### src/rtl/upd1771c_fetch.sv
// uPD1771C instruction-fetch front end: phase generator, PC, return stack, synchronous-ROM IR latch.
// Optional interrupt vector path is enabled by defining UPD1771C_FETCH_INT_EN.
module upd1771c_fetch #(
  parameter int              AW          = 12,
  parameter int              ROM_AW      = 9,
  parameter int              DIV         = 8,
  parameter int              STACK_DEPTH = 4,
  parameter logic [AW-1:0]   INT_VEC     = AW'(12'h020)
) (
  input  logic                           CLK,
  input  logic                           RES,
  input  logic                           JMP,
  input  logic [AW-1:0]                  JMP_ADDR,
  input  logic                           CALL,
  input  logic                           RET,
  input  logic                           SKIP,
  input  logic                           INT_REQ,
  output logic [ROM_AW-1:0]              ROM_ADDR,
  input  logic [15:0]                    ROM_DATA,
  output logic                           CP1,
  output logic                           CP2,
  output logic [AW-1:0]                  PC,
  output logic [15:0]                    IR,
  output logic                           IR_VALID,
  output logic [$clog2(STACK_DEPTH):0]   SP,
  output logic                           STACK_OVF,
  output logic                           STACK_UNF,
  output logic                           INT_ACK
);

  localparam int PHW = $clog2(DIV);
  localparam int PW  = $clog2(STACK_DEPTH);
  localparam int SPW = PW + 1;

  localparam logic [PHW-1:0] PH_LOAD = PHW'(1);
  localparam logic [PHW-1:0] PH_CP2  = PHW'(DIV / 2);
  localparam logic [PHW-1:0] PH_LAST = PHW'(DIV - 1);
  localparam logic [SPW-1:0] SP_FULL = SPW'(STACK_DEPTH);

  typedef enum logic [5:0] {
    SEL_INC  = 6'b000001,
    SEL_SKIP = 6'b000010,
    SEL_JMP  = 6'b000100,
    SEL_CALL = 6'b001000,
    SEL_RET  = 6'b010000,
    SEL_INT  = 6'b100000
  } sel_e;

  logic [PHW-1:0] r_ph;
  logic [AW-1:0]  r_pc;
  logic [AW-1:0]  r_target;
  logic [15:0]    r_ir;
  logic           r_ir_valid;
  sel_e           r_sel;
  logic [AW-1:0]  r_stack [STACK_DEPTH];
  logic [PW-1:0]  r_wp;
  logic [SPW-1:0] r_sp;
  logic           r_ovf;
  logic           r_unf;
  logic           r_int_ack;

  logic           w_int_req;
  logic           w_apply;
  logic           w_push;
  logic           w_full;
  logic           w_empty;
  logic           w_rom_hi;
  logic [PW-1:0]  w_wp_dec;
  logic [AW-1:0]  w_pc_inc;
  logic [AW-1:0]  w_pc_skip;

`ifdef UPD1771C_FETCH_INT_EN
  assign w_int_req = INT_REQ;
`else
  logic w_unused_int;
  assign w_int_req    = 1'b0;
  assign w_unused_int = &{1'b0, INT_REQ, INT_VEC};
`endif

  assign w_apply   = (r_ph == PH_LAST);
  assign w_push    = w_apply && ((r_sel == SEL_CALL) || (r_sel == SEL_INT));
  assign w_full    = (r_sp == SP_FULL);
  assign w_empty   = (r_sp == '0);
  assign w_rom_hi  = |r_pc[AW-1:ROM_AW];
  assign w_wp_dec  = r_wp - PW'(1);
  assign w_pc_inc  = r_pc + AW'(1);
  assign w_pc_skip = r_pc + AW'(2);

  // NOTE: sequential state is always assigned with <= so every register sees pre-edge values.
  always_ff @(posedge CLK) begin
    if (RES) begin
      r_ph       <= '0;
      r_pc       <= '0;
      r_target   <= '0;
      r_ir       <= '0;
      r_ir_valid <= 1'b0;
      r_sel      <= SEL_INC;
      r_wp       <= '0;
      r_sp       <= '0;
      r_ovf      <= 1'b0;
      r_unf      <= 1'b0;
      r_int_ack  <= 1'b0;
    end else begin
      r_ph      <= w_apply ? '0 : r_ph + PHW'(1);
      r_int_ack <= 1'b0;

      // Out-of-ROM addresses fetch a NOP regardless of what the ROM returns.
      if (r_ph == PH_LOAD) begin
        r_ir       <= w_rom_hi ? 16'h0000 : ROM_DATA;
        r_ir_valid <= 1'b1;
      end

      if (r_ph == PH_CP2) begin
        r_target <= JMP_ADDR;
        if (w_int_req)  r_sel <= SEL_INT;
        else if (RET)   r_sel <= SEL_RET;
        else if (CALL)  r_sel <= SEL_CALL;
        else if (JMP)   r_sel <= SEL_JMP;
        else if (SKIP)  r_sel <= SEL_SKIP;
        else            r_sel <= SEL_INC;
      end

      if (w_apply) begin
        unique case (r_sel)
          SEL_SKIP: r_pc <= w_pc_skip;
          SEL_JMP:  r_pc <= r_target;
          SEL_CALL: r_pc <= r_target;
          SEL_RET:  r_pc <= w_empty ? '0 : r_stack[w_wp_dec];
`ifdef UPD1771C_FETCH_INT_EN
          SEL_INT: begin
            r_pc      <= INT_VEC;
            r_int_ack <= 1'b1;
          end
`endif
          default:  r_pc <= w_pc_inc;
        endcase

        // A full stack keeps wrapping wp so the oldest entry is the one overwritten.
        if (w_push) begin
          r_wp <= r_wp + PW'(1);
          if (w_full) r_ovf <= 1'b1;
          else        r_sp  <= r_sp + SPW'(1);
        end

        if (r_sel == SEL_RET) begin
          if (w_empty) begin
            r_unf <= 1'b1;
          end else begin
            r_wp <= w_wp_dec;
            r_sp <= r_sp - SPW'(1);
          end
        end
      end
    end
  end

  // NOTE: the stack array is plain storage and is not reset; SP and wp define which entries are live.
  always_ff @(posedge CLK) begin
    if (!RES && w_push) r_stack[r_wp] <= w_pc_inc;
  end

  assign ROM_ADDR  = r_pc[ROM_AW-1:0];
  assign CP1       = (r_ph == '0);
  assign CP2       = (r_ph == PH_CP2);
  assign PC        = r_pc;
  assign IR        = r_ir;
  assign IR_VALID  = r_ir_valid;
  assign SP        = r_sp;
  assign STACK_OVF = r_ovf;
  assign STACK_UNF = r_unf;
  assign INT_ACK   = r_int_ack;

endmodule

### config.mk
export PLATFORM = sky130hd
export DESIGN_NAME = upd1771c_fetch
export DESIGN_NICKNAME = d
export VERILOG_FILES = /design/src/rtl/upd1771c_fetch.sv
export SDC_FILE = /design/constraint.sdc
export NUM_CORES = 1
export LEC_CHECK = 0
export ABC_CLOCK_PERIOD_IN_PS = 2400
export BUFFER_PORTS_ARGS = -buffer_cell sky130_fd_sc_hd__buf_2
export CAP_MARGIN = 20
export CORE_MARGIN = 2
export CORE_UTILIZATION = 52
export CTS_BUF_LIST = sky130_fd_sc_hd__clkbuf_8
export CTS_CLUSTER_SIZE = 30
export DETAILED_ROUTE_END_ITERATION = 8
export GPL_ROUTABILITY_DRIVEN = 0
export PLACE_DENSITY = 0.87
export SLEW_MARGIN = 20
export SYNTH_ARGS = -nofsm -noshare
export SYNTH_HDL_FRONTEND = slang
export SYNTH_SLANG_ARGS = --single-unit
### constraint.sdc
create_clock -name CLK -period 2.4 [get_ports CLK]
set_input_delay 0 -clock CLK [delete_from_list [all_inputs] [get_ports CLK]]
set_output_delay 0 -clock CLK [all_outputs]
set_load 0.005 [all_outputs]
==> flow_summary.yaml <==
worst_setup_path:
  startpoint_type: "flip-flop"
  path_max_fanout: 17
  rr_startpoint: "r_ph[1]$_SDFF_PP0_"
  reg2reg_to: "IR[12]$_SDFFE_PP0N_"
  cp.required_ps: 2650
  critical_path_arrival_ps: 2430
  worstSetupEndpointType: "flip-flop"
  crit_path_start: "r_ph[1]$_SDFF_PP0_"
  worstSetupPathType: "flip-flop to flip-flop"
  rr_worst_depth: 9
  reg2reg_slack_ps: 230
power:
  p_int_uw: 2390
  peakVddDrop_uv: 309
  cellPowerDensity_nw_per_um2: 544
  switching_share_pct: 24.2
  sequentialPowerShare_pct: 59.9
  cellLeakagePower_uw: 0.00234
  power_switching_uw: 764
  pwr-share-clk_pct: 32.7
  comb_power_share_pct: 7.4
synth:
  synth_edf_count: 48
  yosys_warnings: 0
  netlist_instances: 429
  yosys_register_bits: 104
  seq_area_frac_synth_pct: 54.1
  synthFlopType: "dfxtp_1"
  syn_nets: 477
  ys_async_sr_fraction_pct: 0
  syn-cell-area_sq_um: 4730
  avgSynthCellArea_sq_um: 11.0
  synth_cell_types: 52
floorplan:
  die_h_microns: 99.4
  design.die.area_sq_um: 9880
  core_sq_um: 8760
  num_io_pins: 81
  start_util_pct: 54.0
  die_w_microns: 99.4
  std_cell_rows: 34
worst_hold_path:
  hold_path.class: "input port to flip-flop"
  holdPathStages: 4
  hold_end: "r_target[3]$_SDFFE_PP0P_"
  hp-start: "JMP_ADDR[3]"
place:
  io_buffers: 78
  dp_hpwl_microns: 7570
  dpl_cell_area_sq_um: 5190
  pre_cts_ws_ps: 309
  dp_cells: 596
final_layout:
  drive_gt1_share_pct: 24.5
  syn_to_final_growth_pct: 22.5
  instances_no_fill: 654
  n_antenna_cell: 0
  mostFrequentLayoutCells: "78 x buf_2, 56 x dfxtp_1, 52 x nand2_1, 48 x edfxtp_1, 42 x dlygate4sd3_1"
  layout_commonest_cell: "buf_2"
  nNetsFinal: 589
  stdcell_area_sq_um: 5800
route:
  viasPerCell: 5.85
  wire_per_inst_microns: 18.0
  ant_nets: 0
  dr.pass1.iters: 6
  drc: 0
  num_vias: 3829
  routed_wl_microns: 11800
  drt-initial-drc-count: 479
outcome:
  status: "complete, no violations"
sta:
  rsz0062_at_grt: "false"
  slew_violations: 0
  fin_crit_ps: 2170
  whs_ps: 395
  post-route-period-util_pct: 90.6
  fmax_mhz: 460
  slew_headroom_pct: 62.8
  setup_viol: 0
  finalHoldViolCount: 0
  setup_tns_ps: 0
  clock_skew_ps: 14.2
  worst_pin_slew_ps: 556
  fin_ws_ps: 226
cts:
  worstSkewPairLatency_ps: 380
  cts_tree: "done"
  h-tree-depth: 3
  cts_buffer_depth: 2
  cts_buffers: 9
  clock-sinks: 104
  clkTransAtPathRegs_ps: 100
  cts_root_buffer: "clkbuf_8"
grt:
  grt.total_usage_pct: 24.7
  grt_pass1_wl_microns: 19100
  overflow: 0
  antenna_found_initial: 0
  grt_pass1_vias: 3777
  grt_max_degree: 33
run:
  cap_violations: 0
## logic make-up (layout without fill, tap and decap cells)
family / Yosys count / after routing / share of synthesized area [%]
simple gates: 133 / 133 / 13.2
flops: 104 / 104 / 54.1
other cells: 1 / 1 / 0.0792
buf+inv: 51 / 168 / 5.45
fa+ha+maj: 13 / 13 / 3.44
compound gates: 93 / 93 / 13.8
mux: 15 / 15 / 6.42
xor+xnor: 19 / 19 / 3.52
## worst max-delay path: stages, from the launching register on
cell and delay [ps]:
dfxtp_1 350, inv_1 60, ha_1 170, nand2b_1 100
buf_4 230, nor4_2 60, buf_4 210, a22oi_1 210
nor2_1 60, dlygate4sd3_1 590
## repair_timing
item | CTS | global route
buffers inserted | 0 | 0
endpoints found under the setup margin | 0 | 0
hold endpoints to repair | 35 | 0
hold buffers | 42 | 0
resized for setup | 0 | 0
## cells in the mapped netlist (3+ instances only)
cell	n	share of area (%)
dfxtp_1	56	24
nand2_1	52	4.1
edfxtp_1	48	30
nor2_1	34	2.7
a22oi_1	21	3.3
a21oi_1	20	2.1
clkbuf_1	20	1.6
inv_1	14	1.1
o21ai_0	14	1.5
ha_1	13	3.4
mux4_2	12	5.7
buf_4	11	1.7
nor3_1	11	1.2
xor2_1	10	1.9
xnor2_1	9	1.7
nand3_1	7	0.74
a221oi_1	6	1.1
a31oi_1	6	0.79
nor4_1	6	0.79
and3_1	5	0.66
o211ai_1	4	0.63
a41oi_1	3	0.56
and2_1	3	0.40
buf_6	3	0.71
mux2_2	3	0.71
nand2b_1	3	0.40
nor2b_1	3	0.40
## layout make-up
class,instances,area [sq um]
Clock buffer,9,124
Timing Repair Buffer,138,946
Multi-Input combinational cell,274,1910
Fill cell,563,2960
Clock inverter,7,66.3
Inverter,14,52.6
Tap cell,108,135
Sequential cell,104,2560
## stage by stage
stage | utilization (%) | power, uW
2_1_floorplan | - | 2020
6_report | 66.2 | 3160
5_1_grt | 66.2 | 3270
3_3_place_gp | 59.2 | 2090
4_1_cts | 66.2 | 3160
3_5_place_dp | 59.2 | 2100
## metal layers
metal,global-route usage (%),up-vias,share of wire (%)
li1,-,1782,-
met1,31.3,1830,39
met2,41.6,187,51
met3,4.92,30,8.3
met4,10.3,0,2.4
met5,0,-,0
## worst max-delay path by stage
| stage | end | cells past startpoint |
|---|---|---|
| floorplan | PC[8]$_SDFFE_PP0N_ | 8 |
| global placement | PC[6]$_SDFFE_PP0N_ | 6 |
| detailed placement | PC[7]$_SDFFE_PP0N_ | 7 |
| CTS | PC[7]$_SDFFE_PP0N_ | 7 |
| global route | PC[11]$_SDFFE_PP0N_ | 5 |
| finish | IR[12]$_SDFFE_PP0N_ | 9 |
## state kept, by name, summed over array words and instances (netlist names)
name / count
r_stack: 48
IR: 16
PC: 12
r_target: 12
r_sel: 5
SP: 3
r_ph: 3
r_wp: 2
IR_VALID: 1
STACK_OVF: 1
STACK_UNF: 1
## power groups by stage
stage / Combinational [uW] / Sequential, uW / Clock [uW]
floorplan: 90.3 / 1930 / 0
global placement: 161 / 1930 / 0
detailed placement: 168 / 1930 / 0
CTS: 223 / 1890 / 1050
global route: 256 / 1890 / 1120
finish: 234 / 1890 / 1030
Note: power is estimated with default switching activity, not from simulation.
